===== config.mk =====
export PLATFORM = sky130hd
export DESIGN_NAME = instr_fetch_sequencer_flat
export DESIGN_NICKNAME = d
export VERILOG_FILES = /design/src/rtl/instr_fetch_sequencer_if.sv /design/src/rtl/instr_fetch_sequencer.sv /design/src/flat_wrapper.sv
export SDC_FILE = /design/constraint.sdc
export NUM_CORES = 1
export LEC_CHECK = 0
export ABC_CLOCK_PERIOD_IN_PS = 2200
export BUFFER_PORTS_ARGS = -buffer_cell sky130_fd_sc_hd__buf_4
export CORE_MARGIN = 2
export CORE_UTILIZATION = 52
export CTS_CLUSTER_DIAMETER = 100
export DETAILED_ROUTE_END_ITERATION = 8
export PLACE_DENSITY = 0.83
export RECOVER_POWER = 50
export SYNTH_ARGS = -nofsm -noshare
export SYNTH_HDL_FRONTEND = slang
export SYNTH_SLANG_ARGS = --single-unit

===== constraint.sdc =====
create_clock -name clk -period 2.2 [get_ports clk]
set_clock_uncertainty 0.05 [all_clocks]
set_input_delay 0 -clock clk [delete_from_list [all_inputs] [get_ports clk]]
set_output_delay 0 -clock clk [all_outputs]
set_load 0.005 [all_outputs]

===== src/rtl/instr_fetch_sequencer_if.sv =====
// Handshake/bus bundle between the fetch sequencer and its PC, ROM and execute stage.
interface instr_fetch_sequencer_if;
    logic       start;
    logic [7:0] rom_data;
    logic       instr_ready;
    logic       zero_flag;
    logic       pc_rd_en;
    logic       pc_inc;
    logic       load_pc;
    logic [7:0] pc_in;
    logic       rom_rd_en;
    logic [7:0] instr;
    logic       instr_valid;
    logic       halted;

    modport master (
        input  start, rom_data, instr_ready, zero_flag,
        output pc_rd_en, pc_inc, load_pc, pc_in, rom_rd_en, instr, instr_valid, halted
    );
    modport slave (
        output start, rom_data, instr_ready, zero_flag,
        input  pc_rd_en, pc_inc, load_pc, pc_in, rom_rd_en, instr, instr_valid, halted
    );
endinterface


===== src/rtl/instr_fetch_sequencer.sv =====
// Fetch/decode sequencer for an 8-bit PC + sync ROM; resolves NOP/JMP/HLT locally and issues the rest.
// Optional FETCH_COND_JZ_EN adds opcode 4'hD as a two-byte jump-if-zero.
module instr_fetch_sequencer (
    input  logic                     clk,
    input  logic                     reset_n,
    instr_fetch_sequencer_if.master  bus
);
    typedef enum logic [3:0] {
        S_IDLE, S_FETCH, S_WAIT, S_DECODE, S_FETCH_OP,
        S_WAIT_OP, S_LOAD, S_ISSUE, S_HALT
    } state_e;

    localparam logic [3:0] OP_NOP = 4'h0;
    localparam logic [3:0] OP_JZ  = 4'hD;
    localparam logic [3:0] OP_JMP = 4'hE;
    localparam logic [3:0] OP_HLT = 4'hF;

    state_e     state_q, state_d;
    logic [7:0] ir_q, target_q;
    logic [3:0] op;
    logic       is_jmp, is_jz, take_jump;

    assign op     = ir_q[7:4];
    assign is_jmp = (op == OP_JMP);

`ifdef FETCH_COND_JZ_EN
    assign is_jz     = (op == OP_JZ);
    assign take_jump = is_jmp || (is_jz && bus.zero_flag);
`else
    logic unused_zero_flag;
    assign unused_zero_flag = bus.zero_flag;
    assign is_jz     = 1'b0;
    assign take_jump = is_jmp;
`endif

    always_ff @(posedge clk or negedge reset_n) begin
        if (!reset_n) state_q <= S_IDLE;
        else          state_q <= state_d;
    end

    // Sync ROM data is valid in the cycle after the read strobe, i.e. in WAIT/WAIT_OP.
    always_ff @(posedge clk or negedge reset_n) begin
        if (!reset_n) begin
            ir_q     <= 8'h00;
            target_q <= 8'h00;
        end else begin
            if (state_q == S_WAIT)    ir_q     <= bus.rom_data;
            if (state_q == S_WAIT_OP) target_q <= bus.rom_data;
        end
    end

    always_comb begin
        state_d = state_q;
        case (state_q)
            S_IDLE:     if (bus.start) state_d = S_FETCH;
            S_FETCH:    state_d = S_WAIT;
            S_WAIT:     state_d = S_DECODE;
            S_DECODE: begin
                if (op == OP_NOP)         state_d = S_FETCH;
                else if (op == OP_HLT)    state_d = S_HALT;
                else if (is_jmp || is_jz) state_d = S_FETCH_OP;
                else                      state_d = S_ISSUE;
            end
            S_FETCH_OP: state_d = S_WAIT_OP;
            S_WAIT_OP:  state_d = take_jump ? S_LOAD : S_FETCH;
            S_LOAD:     state_d = S_FETCH;
            S_ISSUE:    if (bus.instr_ready) state_d = S_FETCH;
            S_HALT:     if (bus.start) state_d = S_FETCH;
            default:    state_d = S_IDLE;
        endcase
    end

    always_comb begin
        bus.pc_rd_en    = 1'b0;
        bus.rom_rd_en   = 1'b0;
        bus.pc_inc      = 1'b0;
        bus.load_pc     = 1'b0;
        bus.instr_valid = 1'b0;
        bus.halted      = 1'b0;
        case (state_q)
            S_FETCH, S_FETCH_OP: begin
                bus.pc_rd_en  = 1'b1;
                bus.rom_rd_en = 1'b1;
            end
            S_WAIT, S_WAIT_OP: bus.pc_inc      = 1'b1;
            S_LOAD:            bus.load_pc     = 1'b1;
            S_ISSUE:           bus.instr_valid = 1'b1;
            S_HALT:            bus.halted      = 1'b1;
            default: ;
        endcase
    end

    assign bus.instr = ir_q;
    assign bus.pc_in = target_q;
endmodule


===== src/flat_wrapper.sv =====
// flat-port wrapper written by rule: the top's interface ports become plain ports
module instr_fetch_sequencer_flat 
  (clk, reset_n, bus_start, bus_rom_data, bus_instr_ready, bus_zero_flag, bus_pc_rd_en, bus_pc_inc, bus_load_pc, bus_pc_in, bus_rom_rd_en, bus_instr, bus_instr_valid, bus_halted);
  instr_fetch_sequencer_if bus_i ();
  input  logic clk;
  input  logic reset_n;
  input wire logic [$bits(bus_i.start)-1:0] bus_start;
  input wire logic [$bits(bus_i.rom_data)-1:0] bus_rom_data;
  input wire logic [$bits(bus_i.instr_ready)-1:0] bus_instr_ready;
  input wire logic [$bits(bus_i.zero_flag)-1:0] bus_zero_flag;
  output wire logic [$bits(bus_i.pc_rd_en)-1:0] bus_pc_rd_en;
  output wire logic [$bits(bus_i.pc_inc)-1:0] bus_pc_inc;
  output wire logic [$bits(bus_i.load_pc)-1:0] bus_load_pc;
  output wire logic [$bits(bus_i.pc_in)-1:0] bus_pc_in;
  output wire logic [$bits(bus_i.rom_rd_en)-1:0] bus_rom_rd_en;
  output wire logic [$bits(bus_i.instr)-1:0] bus_instr;
  output wire logic [$bits(bus_i.instr_valid)-1:0] bus_instr_valid;
  output wire logic [$bits(bus_i.halted)-1:0] bus_halted;
  assign bus_i.start = bus_start;
  assign bus_i.rom_data = bus_rom_data;
  assign bus_i.instr_ready = bus_instr_ready;
  assign bus_i.zero_flag = bus_zero_flag;
  assign bus_pc_rd_en = bus_i.pc_rd_en;
  assign bus_pc_inc = bus_i.pc_inc;
  assign bus_load_pc = bus_i.load_pc;
  assign bus_pc_in = bus_i.pc_in;
  assign bus_rom_rd_en = bus_i.rom_rd_en;
  assign bus_instr = bus_i.instr;
  assign bus_instr_valid = bus_i.instr_valid;
  assign bus_halted = bus_i.halted;
  instr_fetch_sequencer u_core (.clk(clk), .reset_n(reset_n), .bus(bus_i));
endmodule

==> results of run 1 <==
final timing paths:
| check | from | endpoint | slack (ns) | depth (start not counted) |
|---|---|---|---|---|
| min in group clk | bus_rom_data[5] | u_core.bus.instr[5]$_DFFE_PN0N_ | 0.43 | 3 |
| hold reg to reg | u_core.bus.instr[2]$_DFFE_PN0N_ | u_core.bus.instr[2]$_DFFE_PN0N_ | 0.47 | 1 |
| max in group asynchronous | reset_n | u_core.bus.instr[7]$_DFFE_PN0N_ | 1.10 | 2 |
| setup reg to reg | u_core.state_q[1]$_DFFE_PN0P_ | u_core.state_q[1]$_DFFE_PN0P_ | 0.49 | 3 |
| setup / recovery | u_core.state_q[1]$_DFFE_PN0P_ | bus_pc_inc | 0.43 | 3 |
| hold / removal | reset_n | u_core.bus.pc_in[7]$_DFFE_PN0N_ | 0.38 | 2 |
routing by layer:
layer	vias to the layer above	track usage	wire (microns)
li1	387	-	-
met5	-	0	0
met3	6	0.0415	114
met4	0	0.0973	44
met2	32	0.384	1140
met1	400	0.283	857
Yosys cell counts (all sizes together):
cell,instances,share of area
o21ai,1,0.0050
a21oi,3,0.015
nor2,3,0.011
buf,6,0.045
a32o,1,0.010
nand3b,1,0.0076
inv,1,0.0038
and4bb,1,0.013
nand4,1,0.0063
nand2b,2,0.020
dfrtp,20,0.50
nor4,1,0.0063
or2,2,0.013
nand2,3,0.011
nor3,4,0.031
o32ai,1,0.0088
nand3,1,0.0050
xnor2,1,0.0088
o211ai,3,0.023
or3,3,0.019
or4,1,0.0076
nand4bb,1,0.011
mux2,16,0.18
a21o,1,0.0076
nand4b,1,0.0088
o21bai,1,0.0076
or3b,1,0.0088
stage by stage:
stage               setup slack, ns   util  cell area [sq um]
floorplan                     0.758      -                993
global placement              0.504  0.700               1230
detailed placement            0.465  0.700               1230
CTS                           0.387  0.783               1380
global route                  0.336  0.779               1370
finish                        0.432  0.779               1370
registers in the layout, summed over array words and instances, names as in the netlist:
| name | cells |
|---|---|
| u_core.bus.instr | 8 |
| u_core.bus.pc_in | 8 |
| u_core.state_q | 4 |
worst reg2reg max path: cells and delay by family (launching register included):
| family | cells | cell delay, ns |
|---|---|---|
| compound gates | 1 | 0.08 |
| flops | 1 | 0.52 |
| simple gates | 2 | 0.99 |
area by class of cell:
type	instances	area, sq um
timing repair buffer	45	358
fill	124	390
inverter	1	3.75
clock buffer	4	36.3
sequential	20	500
tap	25	31.3
multi-input combinational	54	444
power by group through the flow:
stage               logic, mW  registers [mW]  clock network [mW]
floorplan               0.556           0.687                   0
global placement        0.873           0.722                   0
detailed placement      0.900           0.738                   0
CTS                     0.916           0.731               0.215
global route            0.981           0.760               0.232
finish                  0.890           0.727               0.208
kinds of logic (layout without fill, tap and decap cells):
family	Yosys count	in the layout
simple gates	26	26
mux	16	16
flops	20	20
buf+inv	7	50
compound gates	11	11
xor+xnor	1	1
==> flow_summary.ini, run 1 <==
[critical_path]
crit_slowest_cell = dfrtp_1
start_kind = flop
endpoint_kind = output port
critical_path_buf_inv_count = 1
crit_chain = and4bb_1 -> or2_2 -> buf_4
crit_fanout = 11
crit_path_max_incr_delay_ns = 0.57
crit_type = flop to output port
arrival_ns = 1.72
required_ns = 2.15
critPathTopFamily = simple AND/OR/NAND/NOR gates

[sta]
post-route-min-period_ns = 1.77
timing.setup.tns_ns = 0
worst_pin_slew_ns = 1.04
whs_ns = 0.376
slew_violations = 0
timing.final.crit_share = 0.804
rsz0062_at_grt = no
finalSetupViolCount = 0
clock.fmax_mhz = 566
relSlewSlack = 0.304
hold_viol_final = 0

[synthesis]
muxShareOfSynthArea = 0.181
synth_fa_ha_area_frac = 0
syn-instance-count = 81
synthSimpleGateAreaFrac = 0.180
synthDistinctLibCells = 31
synth_seq_cells = 20
synth_xor_area_frac = 0.00882
ys_seq_area_frac = 0.504
syn-num-nets = 94
synth_compound_area_frac = 0.0768
synth_top_family_by_area = multiplexers
syn_avg_cell_area_sq_um = 12.3
yosys_warnings = 0
netlist_area_sq_um = 993

[detailed_routing]
drt_first_iter_violations = 22
post_drt_wl_per_cell_microns = 14.5
routed_wl_mm = 2.16
drc = 0
ant_nets = 0
vias = 825
avgViaCountPerCell = 5.54
firstDrtPassIters = 4

[layout]
drive_above_1_share = 0.452
fin_cells = 149
nets = 138
area_delta_synth_final_pct = 38.3
layout_commonest_cell = buf_4
layout_common_cells = buf_4 (22), dfrtp_1 (20), mux2_2 (16)
diodes = 0

[clocking]
cts.repair.resized = 0
tritoncts = yes
cts_buffers = 3
cts_max_path_buffers = 2
postCtsSetupRepairBufs = 0
htreeDepth = 1
path_clk_slew_ns = 0.11
cts.sinks = 20
clock-root-buffer = clkbuf_4
clkLatencyLatePin_ns = 0.30
cts-hold-fix-buffers = 11

[global_route]
antenna_found_initial = 0
grt_pass1_wl_mm = 3.46
grt_max_degree = 21
first_global_vias = 740
grt_overflow = 0
track_usage = 0.227

[place]
place_inst = 134
io_buffers = 33
dp_hpwl_mm = 1.49
gp_congestion = 0.875

[floorplanning]
die_h_microns = 47.7
coreArea_sq_mm = 0.00176
initial_utilization = 0.563
num_io_pins = 35
die_x_microns = 47.7
num_rows = 15
fp.dieArea_sq_mm = 0.00228

[outcome]
status = completed

[power_and_ir_drop]
clkPwrFrac = 0.114
internal_power_mw = 1.20
p_leak_nw = 0.603
p_switching_uw = 626
power_mw = 1.82
p_comb_frac = 0.487
seq_power_share = 0.398
power_density_mw_per_mm2 = 1330
irDropWorstVdd_mv = 0.809
sw_frac_of_total = 0.343

[run]
cap_violations = 0

[hold_path]
hp-class = input port to async pin
(Power assumes the default switching activity.)
==> run 2, diff against run 1 <==
--- a/config.mk
+++ b/config.mk
@@ -5,13 +5,13 @@
 export SDC_FILE = /design/constraint.sdc
 export NUM_CORES = 1
 export LEC_CHECK = 0
-export ABC_CLOCK_PERIOD_IN_PS = 2200
+export ABC_CLOCK_PERIOD_IN_PS = 1500
 export BUFFER_PORTS_ARGS = -buffer_cell sky130_fd_sc_hd__buf_4
 export CORE_MARGIN = 2
-export CORE_UTILIZATION = 52
+export CORE_UTILIZATION = 43
 export CTS_CLUSTER_DIAMETER = 100
 export DETAILED_ROUTE_END_ITERATION = 8
-export PLACE_DENSITY = 0.83
+export PLACE_DENSITY = 0.73
 export RECOVER_POWER = 50
 export SYNTH_ARGS = -nofsm -noshare
 export SYNTH_HDL_FRONTEND = slang
==> constraint.sdc (replaced) <==
create_clock -name clk -period 1.5 [get_ports clk]
set_clock_uncertainty 0.05 [all_clocks]
set_input_delay 0 -clock clk [delete_from_list [all_inputs] [get_ports clk]]
set_output_delay 0 -clock clk [all_outputs]
set_load 0.005 [all_outputs]
==> run 2 against run 1 <==
Compared with the run above: via count up 5.1%; highest routed layer unchanged; design area increased by 14%; largest power group unchanged; register-to-register slack worse by 0.48 ns; total power increased by 76%; core utilization fell by 6.4 points; first-iteration DRC count down 68%; critical endpoint unchanged; clock power rose by 110%.
==> flow_summary.ini, run 2 (same netlist as run 1, synthesis figures left out) <==
[critical_path]
crit_type = flop to output port
worstReg2RegStart = u_core.state_q[1]$_DFFE_PN0P_
crit_path_max_incr_delay_ns = 0.44
worst-r2r-setup-slack_ns = 0.01
crit_fanout = 3
crit_top_cell = buf_6
regToRegEndpoint = u_core.bus.pc_in[6]$_DFFE_PN0N_
arrival_ns = 1.44
crit_chain = and4bb_1 -> buf_6 -> or2_4 -> buf_6
endpoint_kind = output port
crit_slowest_cell = dfrtp_1
required_ns = 1.45
start_kind = flop
worstRegToRegCells = 4

[sta]
post-route-min-period_ns = 1.49
rsz0062_at_grt = yes
worst_pin_slew_ns = 1.06
hold_viol_final = 0
timing.final.crit_share = 0.990
relSlewSlack = 0.291
clock.fmax_mhz = 673
finalSetupViolCount = 0
fin_ws_ns = 0.0149
slew_violations = 0

[global_route]
busiest_layer = met2
track_usage = 0.187
met2_usage = 0.312
grt_overflow = 0
grt_max_degree = 21
grt_use_met1 = 0.242
met3_usage = 0.0431
first_global_vias = 868
antenna_found_initial = 0
grt_pass1_wl_mm = 3.80

[place]
io_buffers = 33
gp_congestion = 0.816
dpl-instance-area_sq_mm = 0.00130
place_ws_ns = 0.0446
dp_hpwl_mm = 1.57

[power_and_ir_drop]
power_density_mw_per_mm2 = 2050
p_leak_nw = 0.704
irDropWorstVdd_mv = 1.10

[layout]
nets = 153
layout_common_cells = buf_4 (41), dfrtp_1 (17), mux2_2 (16)
layout_commonest_cell = buf_4
fill_cells = 152
diodes = 0
final_cell_area_sq_mm = 0.00157
final_util = 0.715
area_delta_synth_final_pct = 57.7
drive_above_1_share = 0.568

[clocking]
cts_max_path_buffers = 2
clock-root-buffer = clkbuf_4
htreeDepth = 1
cts.sinks = 20
path_clk_slew_ns = 0.12
clkLatencyLatePin_ns = 0.30
cts_buffers = 3
tritoncts = yes

[floorplanning]
coreArea_sq_mm = 0.00219
num_rows = 17
fp.dieArea_sq_mm = 0.00271
die_x_microns = 52.1
initial_utilization = 0.453
die_h_microns = 52.1
num_io_pins = 35

[detailed_routing]
routed_wl_mm = 2.34
drt_first_iter_violations = 7
ant_nets = 0
post_drt_wl_per_cell_microns = 14.0
firstDrtPassIters = 4
avgViaCountPerCell = 5.19
vias = 867
drc = 0

[outcome]
status = completed

[hold_path]
hp-class = input port to async pin

[run]
cap_violations = 0
## run 2: what timing repair did
item                                   in CTS  in global routing
setup endpoints to repair                   2                 13
pin swaps                                   0                  3
endpoints found under the hold margin      39                  0
gates resized for setup                     8                  7
buffers inserted                            7                  3
hold buffers                               11                  0
## run 2: per-stage QoR
stage          power, mW  instances  hold slack, ns  setup TNS [ns]
2_1_floorplan       1.82         81          -0.346               0
3_3_place_gp        2.48        144          -0.161               0
3_5_place_dp        2.54        144          -0.157               0
4_1_cts             3.16        166          0.0435        -0.00688
5_1_grt             3.44        167           0.421          -0.333
6_report            3.21        167           0.356               0
## run 2: worst max-delay path, delay by kind of cell (launching register included)
kind | cells | cell delay (ns)
buffers and inverters | 2 | 0.23
DFF | 1 | 0.44
and+or+nand+nor | 2 | 0.47
## run 2: area by class of cell
| type | count | area, sq um | share of cell area |
|---|---|---|---|
| flip-flops and latches | 20 | 504 | 0.322 |
| repair buffers | 60 | 497 | 0.317 |
| well taps | 28 | 35.0 | 0.0224 |
| clock buffers | 3 | 22.5 | 0.0144 |
| inverters | 1 | 3.75 | 0.00240 |
| clock inverters | 1 | 30.0 | 0.0192 |
| multi-input cells | 54 | 474 | 0.303 |
## run 2: layer usage
| metal | vias to the layer above | wire, microns |
|---|---|---|
| met1 | 419 | 1030 |
| met4 | 0 | 16 |
| met2 | 30 | 1140 |
| li1 | 416 | - |
| met3 | 2 | 149 |
| met5 | - | 0 |
## run 2: report_power, final
group	switching [mW]	total, mW	internal [mW]
sequential	0.233	1.05	0.813
clock	0.165	0.435	0.270
combinational	0.637	1.73	1.10
## run 2: how the worst max path moves through the flow
stage                                       start                               to  slack (ns)  cells after the start
global placement    u_core.state_q[1]$_DFFE_PN0P_  u_core.bus.pc_in[0]$_DFFE_PN0N_        0.07                      3
finish              u_core.state_q[2]$_DFFE_PN0P_                       bus_pc_inc        0.01                      4
floorplan           u_core.state_q[0]$_DFFE_PN0P_  u_core.bus.instr[0]$_DFFE_PN0N_        0.06                      4
global route        u_core.state_q[2]$_DFFE_PN0P_                       bus_pc_inc       -0.06                      4
detailed placement  u_core.state_q[1]$_DFFE_PN0P_  u_core.bus.pc_in[7]$_DFFE_PN0N_        0.04                      3
CTS                 u_core.state_q[0]$_DFFE_PN0P_                       bus_pc_inc      -0.007                      4
==> run 3, diff against run 2 <==
--- a/config.mk
+++ b/config.mk
@@ -11,7 +11,7 @@
 export CORE_UTILIZATION = 43
 export CTS_CLUSTER_DIAMETER = 100
 export DETAILED_ROUTE_END_ITERATION = 8
-export PLACE_DENSITY = 0.73
+export PLACE_DENSITY = 0.82
 export RECOVER_POWER = 50
 export SYNTH_ARGS = -nofsm -noshare
 export SYNTH_HDL_FRONTEND = slang
==> run 3 against run 2 <==
Compared with the run above: count of clock-buffer cells in the layout grew 1; global-route usage grew 1.7 points; core utilization shrank 3.9 points; largest cell class unchanged; the flow now finishes with violations (negative setup slack); largest power group unchanged; sequential power shrank 5%; total power shrank 7.6%; routed wire length shrank 0.90%; non-clock buffer count shrank 7; die area is the same; combinational power shrank 4%; critical endpoint unchanged; sequential share of layout area grew 1.6 points; worst setup slack lost 0.078 ns; design area shrank 5.5%.
==> flow_summary.ini, run 3 (same netlist as run 1, synthesis figures left out) <==
[layout]
area_delta_synth_final_pct = 49.0
register_area_sq_um = 500
final_util = 0.676
fill_cells = 165
multi_input_area_sq_um = 459
layout_common_cells = buf_4 (32), dfrtp_1 (20), mux2_2 (16)
diodes = 0
drive_above_1_share = 0.515
nets = 146
final_cell_area_sq_mm = 0.00148
layout_commonest_cell = buf_4

[power_and_ir_drop]
p_leak_nw = 0.653
irDropWorstVdd_mv = 1.18
power_density_mw_per_mm2 = 2010

[critical_path]
startpoint = u_core.state_q[0]$_DFFE_PN0P_
required_ns = 1.45
crit_type = flop to output port
endpoint_kind = output port
regToRegEndpoint = u_core.bus.instr[3]$_DFFE_PN0N_
crit_fanout = 9
worstReg2RegStart = u_core.state_q[0]$_DFFE_PN0P_
worstRegToRegCells = 5
crit_path_end = bus_pc_inc
start_kind = flop
arrival_ns = 1.51
worst-r2r-setup-slack_ns = -0.01

[hold_path]
hp-class = input port to async pin

[floorplanning]
die_x_microns = 52.1
num_rows = 17
fp.dieArea_sq_mm = 0.00271
initial_utilization = 0.453
coreArea_sq_mm = 0.00219
num_io_pins = 35
die_h_microns = 52.1

[sta]
post-route-min-period_ns = 1.56
relSlewSlack = 0.306
finalSetupViolCount = 6
hold_viol_final = 0
slew_violations = 0
worst_pin_slew_ns = 1.04
clock.fmax_mhz = 640
timing.final.crit_share = 1.04
fin_ws_ns = -0.0632
rsz0062_at_grt = yes

[place]
io_buffers = 33
dp_hpwl_mm = 1.60
place_ws_ns = -0.0178
gp_congestion = 0.871
dpl-instance-area_sq_mm = 0.00130

[clocking]
clkLatencyLatePin_ns = 0.30
cts.sinks = 20
tritoncts = yes
cts_buffers = 3
path_clk_slew_ns = 0.11
cts_max_path_buffers = 2
htreeDepth = 1
clock-root-buffer = clkbuf_4

[outcome]
failed_checks = negative setup slack
status = finished, violations left

[run]
cap_violations = 0

[global_route]
grt_overflow = 0
first_global_vias = 901
grt_max_degree = 21
grt_pass1_wl_mm = 4.05
track_usage = 0.203
antenna_found_initial = 0

[detailed_routing]
post_drt_wl_per_cell_microns = 14.5
routed_wl_mm = 2.32
vias = 835
ant_nets = 0
drt_first_iter_violations = 5
avgViaCountPerCell = 5.22
firstDrtPassIters = 4
drc = 0
-- run 3: cell types whose count changed in the layout (fill, tap and decap cells not counted), moves of 3 or more --
| cell | change |
|---|---|
| dfrtp_2 | -3 |
| dfrtp_1 | +3 |
| clkbuf_4 | +4 |
| buf_6 | -3 |
| buf_4 | -9 |
-- run 3: worst max-delay path, cell delays in order, from the launching register on --
cell and delay, ns:
dfrtp_1 0.43, buf_4 0.14, nand2b_4 0.14, nor3_4 0.15, buf_12 0.16, or2_4 0.11
buf_6 0.08
-- run 3: timing repair --
item                                    4_1_cts  5_1_grt
endpoints found under the setup margin        4       13
hold endpoints to repair                     39        0
setup buffers                                 3        0
hold buffers                                 11        0
gates resized for setup                       8        1
pin swaps                                     0        1
-- run 3: worst min-delay path by stage --
stage | startpoint | to | depth (start not counted)
after floorplan | reset_n | u_core.bus.instr[0]$_DFFE_PN0N_ | 0
after global placement | reset_n | u_core.bus.instr[2]$_DFFE_PN0N_ | 1
after detailed placement | reset_n | u_core.bus.instr[1]$_DFFE_PN0N_ | 1
after CTS | reset_n | u_core.bus.instr[1]$_DFFE_PN0N_ | 2
after global routing | bus_rom_data[6] | u_core.bus.instr[6]$_DFFE_PN0N_ | 3
final | reset_n | u_core.bus.pc_in[6]$_DFFE_PN0N_ | 2
-- run 3: per-layer routing --
metal  track usage  vias up  wire, microns
met2         0.342       27           1160
met1         0.258      405            996
met5             0        -              0
met4        0.0877        0             26
met3        0.0316        4            139
li1              -      399              -
-- run 3: cell type report --
| class | count | share of cell area |
|---|---|---|
| Tap cell | 28 | 0.0237 |
| Multi-Input combinational cell | 54 | 0.310 |
| Inverter | 1 | 0.00254 |
| Sequential cell | 20 | 0.338 |
| Clock buffer | 4 | 0.0245 |
| Timing Repair Buffer | 53 | 0.301 |
-- run 3: stage by stage --
step                      hold WS [ns]  cells  total power [mW]  TNS, ns
after floorplan                 -0.346     81              1.82        0
after global placement          -0.167    143              2.48        0
after detailed placement        -0.162    143              2.55  -0.0178
after CTS                       0.0409    161              3.01  -0.0657
after global routing             0.419    160              3.20   -0.625
final                            0.343    160              2.97   -0.107
-- run 3: where the power goes --
part / internal [mW] / switching (mW) / leakage, nW
logic: 1.02 / 0.648 / 0.393
clock network: 0.148 / 0.157 / 0.0210
registers: 0.806 / 0.196 / 0.239
total: 1.97 / 1.00 / 0.653
